File: src/rtl/fwft_frame_packer_if.sv
// Read side of an FWFT FIFO plus the framed valid/ready output stream of the packer.
// The packer connects through "master"; the FIFO/sink environment connects through "slave".
interface fwft_frame_packer_if #(
    parameter int DATA_WIDTH = 32
);
    logic [DATA_WIDTH-1:0] in_data;
    logic                  in_vld;
    logic                  in_rden;
    logic [DATA_WIDTH-1:0] out_data;
    logic                  out_valid;
    logic                  out_ready;
    logic                  out_sof;
    logic                  out_eof;

    modport master (
        input  in_data, in_vld, out_ready,
        output in_rden, out_data, out_valid, out_sof, out_eof
    );

    modport slave (
        output in_data, in_vld, out_ready,
        input  in_rden, out_data, out_valid, out_sof, out_eof
    );
endinterface

File: src/rtl/fwft_frame_packer.sv
// Groups FWFT FIFO words into frames, each closed by count limit, idle timeout or flush
// and terminated by a trailer word {TAG, seq, length}.
module fwft_frame_packer #(
    parameter int         DATA_WIDTH     = 32,
    parameter int         MAX_PAYLOAD    = 256,
    parameter int         TIMEOUT_CYCLES = 1024,
    parameter logic [7:0] TRAILER_TAG    = 8'hA5
) (
    input  logic                clk,
    input  logic                rst,
    input  logic                enable,
    input  logic                flush,
    fwft_frame_packer_if.master bus,
    output logic                frame_open,
    output logic [7:0]          seq_num
);
    localparam int              TW            = (TIMEOUT_CYCLES > 0) ? $clog2(TIMEOUT_CYCLES + 1) : 1;
    localparam logic [TW-1:0]   TIMEOUT_LIMIT = TW'(TIMEOUT_CYCLES);
    localparam logic [TW-1:0]   TIMEOUT_ONE   = TW'(1);
    localparam logic [15:0]     COUNT_LIMIT   = 16'(MAX_PAYLOAD);
    localparam bit              TIMEOUT_ON    = (TIMEOUT_CYCLES != 0);

    typedef enum logic [1:0] {
        IDLE    = 2'd0,
        PAYLOAD = 2'd1,
        TRAILER = 2'd2
    } state_t;

    state_t                state_reg, state_next;
    logic [DATA_WIDTH-1:0] data_reg, data_next;
    logic                  valid_reg, valid_next;
    logic                  sof_reg, sof_next;
    logic                  eof_reg, eof_next;
    logic [15:0]           count_reg, count_next;
    logic [TW-1:0]         timeout_reg, timeout_next;
    logic [7:0]            seq_reg, seq_next;

    logic                  free;
    logic                  rden;
    logic                  accept;
    logic [15:0]           count_inc;
    logic [TW-1:0]         timeout_inc;
    logic [DATA_WIDTH-1:0] trailer_word;

    // Output register can take a new word when empty or being drained this cycle.
    assign free        = !valid_reg || bus.out_ready;
    assign rden        = free && enable && !flush && (state_reg == IDLE || state_reg == PAYLOAD);
    assign accept      = rden && bus.in_vld;
    assign count_inc   = count_reg + 16'd1;
    assign timeout_inc = timeout_reg + TIMEOUT_ONE;

    always_comb begin
        trailer_word       = '0;
        trailer_word[31:0] = {TRAILER_TAG, seq_reg, count_reg};
    end

    always_ff @(posedge clk or posedge rst) begin
        if (rst) begin
            state_reg   <= IDLE;
            data_reg    <= '0;
            valid_reg   <= 1'b0;
            sof_reg     <= 1'b0;
            eof_reg     <= 1'b0;
            count_reg   <= '0;
            timeout_reg <= '0;
            seq_reg     <= '0;
        end else begin
            state_reg   <= state_next;
            data_reg    <= data_next;
            valid_reg   <= valid_next;
            sof_reg     <= sof_next;
            eof_reg     <= eof_next;
            count_reg   <= count_next;
            timeout_reg <= timeout_next;
            seq_reg     <= seq_next;
        end
    end

    // Popping is blocked by flush, so the count limit and flush/timeout can never
    // both fire on the same edge: exactly one trailer per frame.
    always_comb begin
        state_next = state_reg;
        case (state_reg)
            IDLE: begin
                if (accept) begin
                    state_next = (COUNT_LIMIT == 16'd1) ? TRAILER : PAYLOAD;
                end
            end
            PAYLOAD: begin
                if (accept) begin
                    if (count_inc == COUNT_LIMIT) begin
                        state_next = TRAILER;
                    end
                end else if (flush || (TIMEOUT_ON && timeout_inc == TIMEOUT_LIMIT)) begin
                    state_next = TRAILER;
                end
            end
            TRAILER: begin
                if (free) begin
                    state_next = IDLE;
                end
            end
            default: state_next = IDLE;
        endcase
    end

    always_comb begin
        data_next    = data_reg;
        valid_next   = valid_reg;
        sof_next     = sof_reg;
        eof_next     = eof_reg;
        count_next   = count_reg;
        timeout_next = timeout_reg;
        seq_next     = seq_reg;
        if (free) begin
            valid_next = 1'b0;
        end
        case (state_reg)
            IDLE: begin
                if (accept) begin
                    data_next    = bus.in_data;
                    valid_next   = 1'b1;
                    sof_next     = 1'b1;
                    eof_next     = 1'b0;
                    count_next   = 16'd1;
                    timeout_next = '0;
                end
            end
            PAYLOAD: begin
                if (accept) begin
                    data_next    = bus.in_data;
                    valid_next   = 1'b1;
                    sof_next     = 1'b0;
                    eof_next     = 1'b0;
                    count_next   = count_inc;
                    timeout_next = '0;
                end else begin
                    // Stalls on out_ready or enable still count as idle time.
                    timeout_next = timeout_inc;
                end
            end
            TRAILER: begin
                if (free) begin
                    data_next    = trailer_word;
                    valid_next   = 1'b1;
                    sof_next     = 1'b0;
                    eof_next     = 1'b1;
                    seq_next     = seq_reg + 8'd1;
                    count_next   = '0;
                    timeout_next = '0;
                end
            end
            default: ;
        endcase
    end

    assign bus.in_rden   = rden;
    assign bus.out_data  = data_reg;
    assign bus.out_valid = valid_reg;
    assign bus.out_sof   = sof_reg;
    assign bus.out_eof   = eof_reg;
    assign frame_open    = (state_reg == PAYLOAD) || (state_reg == TRAILER);
    assign seq_num       = seq_reg;
endmodule

File: src/flat_wrapper.sv
// flat-port wrapper written by rule: the top's interface ports become plain ports
module fwft_frame_packer_flat 
#(
    parameter int         DATA_WIDTH     = 32,
    parameter int         MAX_PAYLOAD    = 256,
    parameter int         TIMEOUT_CYCLES = 1024,
    parameter logic [7:0] TRAILER_TAG    = 8'hA5
)
  (clk, rst, enable, flush, frame_open, seq_num, bus_in_data, bus_in_vld, bus_out_ready, bus_in_rden, bus_out_data, bus_out_valid, bus_out_sof, bus_out_eof);
  fwft_frame_packer_if #(.DATA_WIDTH(DATA_WIDTH)) bus_i ();
  input  logic clk;
  input  logic rst;
  input  logic enable;
  input  logic flush;
  output logic frame_open;
  output logic [7:0] seq_num;
  input wire logic [$bits(bus_i.in_data)-1:0] bus_in_data;
  input wire logic [$bits(bus_i.in_vld)-1:0] bus_in_vld;
  input wire logic [$bits(bus_i.out_ready)-1:0] bus_out_ready;
  output wire logic [$bits(bus_i.in_rden)-1:0] bus_in_rden;
  output wire logic [$bits(bus_i.out_data)-1:0] bus_out_data;
  output wire logic [$bits(bus_i.out_valid)-1:0] bus_out_valid;
  output wire logic [$bits(bus_i.out_sof)-1:0] bus_out_sof;
  output wire logic [$bits(bus_i.out_eof)-1:0] bus_out_eof;
  assign bus_i.in_data = bus_in_data;
  assign bus_i.in_vld = bus_in_vld;
  assign bus_i.out_ready = bus_out_ready;
  assign bus_in_rden = bus_i.in_rden;
  assign bus_out_data = bus_i.out_data;
  assign bus_out_valid = bus_i.out_valid;
  assign bus_out_sof = bus_i.out_sof;
  assign bus_out_eof = bus_i.out_eof;
  fwft_frame_packer #(.DATA_WIDTH(DATA_WIDTH), .MAX_PAYLOAD(MAX_PAYLOAD), .TIMEOUT_CYCLES(TIMEOUT_CYCLES), .TRAILER_TAG(TRAILER_TAG)) u_core (.clk(clk), .rst(rst), .enable(enable), .flush(flush), .bus(bus_i), .frame_open(frame_open), .seq_num(seq_num));
endmodule
File: config.mk
export PLATFORM = sky130hd
export DESIGN_NAME = fwft_frame_packer_flat
export DESIGN_NICKNAME = d
export VERILOG_FILES = /design/src/rtl/fwft_frame_packer_if.sv /design/src/rtl/fwft_frame_packer.sv /design/src/flat_wrapper.sv
export SDC_FILE = /design/constraint.sdc
export NUM_CORES = 1
export LEC_CHECK = 0
export CAP_MARGIN = 20
export CORE_ASPECT_RATIO = 0.8
export CORE_MARGIN = 5
export CORE_UTILIZATION = 51
export CTS_CLUSTER_SIZE = 10
export DETAILED_ROUTE_END_ITERATION = 7
export MAX_ROUTING_LAYER = met4
export PLACE_DENSITY = 0.83
export SYNTH_ARGS = -nofsm -noshare
export SYNTH_HDL_FRONTEND = slang
export SYNTH_SLANG_ARGS = --single-unit
File: constraint.sdc
create_clock -name clk -period 2.74 [get_ports clk]
set_clock_uncertainty 0.2 [all_clocks]
set_input_delay 0.274 -clock clk [delete_from_list [all_inputs] [get_ports clk]]
set_output_delay 0.274 -clock clk [all_outputs]
set_load 0.01 [all_outputs]
==> metrics.txt, run 1 <==
commonest non-fill, non-tap cell in the layout=clkdlybuf4s50_1; DP HPWL=7430 µm; Detailed Route WL=10600 µm; clk buf depth=2; asr flop ratio synth=1.00; MaxCap Viol Count=0; outcome=finished clean; pwr dens=898 nW/µm²; Initial Util=0.527; post-cts resize count=0; Min Clock Period, post-route=2.62 ns; Max Freq=381 MHz; Synth Net Count=roughly 480; routed len/inst=17.3 µm; Syn Area/Cell=9.13 µm²; total number of vias=approximately 3600; R2R Setup Slk=roughly 0.21 ns; final core utilization=0.686; I/O Pins=83; Post-CTS Setup Bufs=0; clk_lat worst skew=roughly 0.36 ns; most frequent cells in the layout=82 x clkdlybuf4s50_1, 72 x dfrtp_1, 56 x nor2_1; worst hold path type=in2async; Post-synth EDFFs=0; CP Launch Point=u_core.state_reg[1]; Post-Synthesis Cell Area=3920 µm²; clk root buf=clkbuf_8; core footprint=approximately 7400 µm²; DRT Pass-1 Iters=5; fin nets=551; cts bufs inserted=9; CTS clk-pin slew, worst paths=0.09 ns; crit end category=output pin; hold buffer count at cts=0; Setup crit start kind=flip-flop; ratio of final minimum period to clock period=0.957; P_leak=roughly 2.1 nW; endpoints failing hold=0; GRT Total Usage=0.239; total clock sinks=72; Critical Path Max Stage Delay=about 0.48 ns; Area growth syn-to-layout=30.2%; num rows=28; Yosys reg bits=72; total gr overflow=0; Worst EP arrival=2.15 ns; Via density=5.93; final setup violation count=0; Max VDD drop=between 600 and 700 µV; share of post-route cells with drive strength above 1=0.0863; critical path required time=2.27 ns; Die Wd=~110 µm; largest net degree at the start of global routing=between 70 and 80; Tot Pwr=4.58 mW; Die ar.=9540 µm²; Antenna diodes=0; TNS Setup=0 ns; Slew @ Worst Pin=roughly 0.57 ns; Synth cell types=51; Die Y=approximately 88 µm; crit-path cells=inv_1 -> ha_1 -> or2_2 -> and3_1 -> clkdlybuf4s50_1; RR Startpoint=u_core.count_reg[0]; Synth Warn #=0; H-tree depth=3; Antenna Violating Nets Remaining=0; # port buffers=82; drt first-iter violations=333; final RePlAce weighted congestion=0.943; CTS tree=built; Max Slew Vio Count=0; critical path class=reg2out; first-pass GRT wire length=17500 µm; max_slew headroom=0.621; sequential cell area fraction in the yosys report=0.460; DR DRC count=0; unrepaired setup endpoints after global routing=no; Slowest cell on crit path=clkdlybuf4s50_1; most common flop cell mapped by yosys=dfrtp_1; vias in the first global route=3506; initial antenna violation count=0; Largest register FFs=32; Synth Instances=429; CP Max Fanout=5
[power by group]
group | leakage [nW] | internal [mW] | total, mW | switching [mW]
sequential | 0.903 | 1.37 | 1.60 | 0.235
combinational | 1.08 | 0.998 | 2.01 | 1.01
clock | 0.106 | 0.520 | 0.964 | 0.444
[synth_stat cells (2+ instances only)]
| master | count | share of area |
|---|---|---|
| mux2i_1 | 27 | 0.069 |
| o21ai_0 | 41 | 0.052 |
| inv_1 | 7 | 0.0067 |
| or2_2 | 3 | 0.0048 |
| a21o_1 | 3 | 0.0058 |
| nand2b_1 | 2 | 0.0032 |
| nor2b_1 | 2 | 0.0032 |
| o41ai_1 | 4 | 0.0089 |
| o31ai_1 | 13 | 0.025 |
| nand2_1 | 28 | 0.027 |
| and2_1 | 2 | 0.0032 |
| dfrtp_1 | 72 | 0.46 |
| and4_1 | 3 | 0.0067 |
| nor2_1 | 56 | 0.054 |
| clkbuf_1 | 15 | 0.014 |
| buf_2 | 13 | 0.017 |
| o21ai_1 | 2 | 0.0026 |
| nand4_1 | 11 | 0.018 |
| xnor2_1 | 4 | 0.0089 |
| a21oi_1 | 34 | 0.043 |
| buf_4 | 2 | 0.0038 |
| and3_1 | 10 | 0.016 |
| nand3_1 | 20 | 0.026 |
| ha_1 | 8 | 0.026 |
| nor4_1 | 2 | 0.0032 |
| a22o_1 | 4 | 0.0089 |
| nor3_1 | 7 | 0.0089 |
| a31oi_1 | 7 | 0.011 |
| nor4_2 | 2 | 0.0064 |
| xor2_1 | 4 | 0.0089 |
[routing by layer]
metal  global-route usage  routed length, µm  up-vias
li1                     -                  -     1706
met1                0.330               4760     1779
met2                0.357               4940      152
met3               0.0664                833       10
met4               0.0493                 88        0
met5                    -                  0        -
[through the flow]
stage	hold WS (ns)	cell area [µm²]	instances	setup slack [ns]
after CTS	0.133	5100	615	0.121
after global placement	0.281	4870	599	0.323
after detailed placement	0.280	4870	599	0.241
after floorplan	0.207	3920	429	0.441
final	0.114	5100	615	0.118
after global routing	0.141	5100	615	0.0219
[critical path: cells and delay by family, from the launching register on]
kind | cells | cell delay (ns)
flops | 1 | 0.42
fa+ha+maj | 1 | 0.25
buf+inv | 2 | 0.59
simple gates | 2 | 0.53
[cell families (layout without fill, tap and decap cells)]
| group | after synthesis | after routing | share of synthesized area |
|---|---|---|---|
| AOI/OAI and AO/OA | 119 | 119 | 0.184 |
| xor gates and xnor gates | 8 | 8 | 0.0179 |
| adders and majority gates | 8 | 8 | 0.0256 |
| buffers and inverters | 38 | 119 | 0.0425 |
| DFF | 72 | 72 | 0.460 |
| muxes | 28 | 28 | 0.0719 |
| and+or+nand+nor | 156 | 156 | 0.198 |
[cell type report]
cell class	instances	area, µm²
Clock buffer	9	124
Clock inverter	7	101
Fill cell	590	2330
Inverter	7	26.3
Multi-Input combinational cell	319	1960
Sequential cell	72	1800
Tap cell	105	131
Timing Repair Buffer	96	951
[worst paths after layout]
path,to,cells after the start
min in group clk,u_core.bus.out_sof,2
max,bus_in_rden,5
min reg2reg,u_core.bus.out_sof,2
max in group asynchronous,u_core.count_reg[11],3
max reg2reg,u_core.state_reg[0],7
min,u_core.bus.out_data[21],3
Note: power is estimated with default switching activity, not from simulation.
==> run 2, diff against run 1 <==
CTS_BUF_LIST = sky130_fd_sc_hd__clkbuf_4 sky130_fd_sc_hd__clkbuf_8 sky130_fd_sc_hd__clkbuf_16   (was not set)
==> results of run 2 <==
No change in the layout: final DEF, timing and power equal those of run 1.
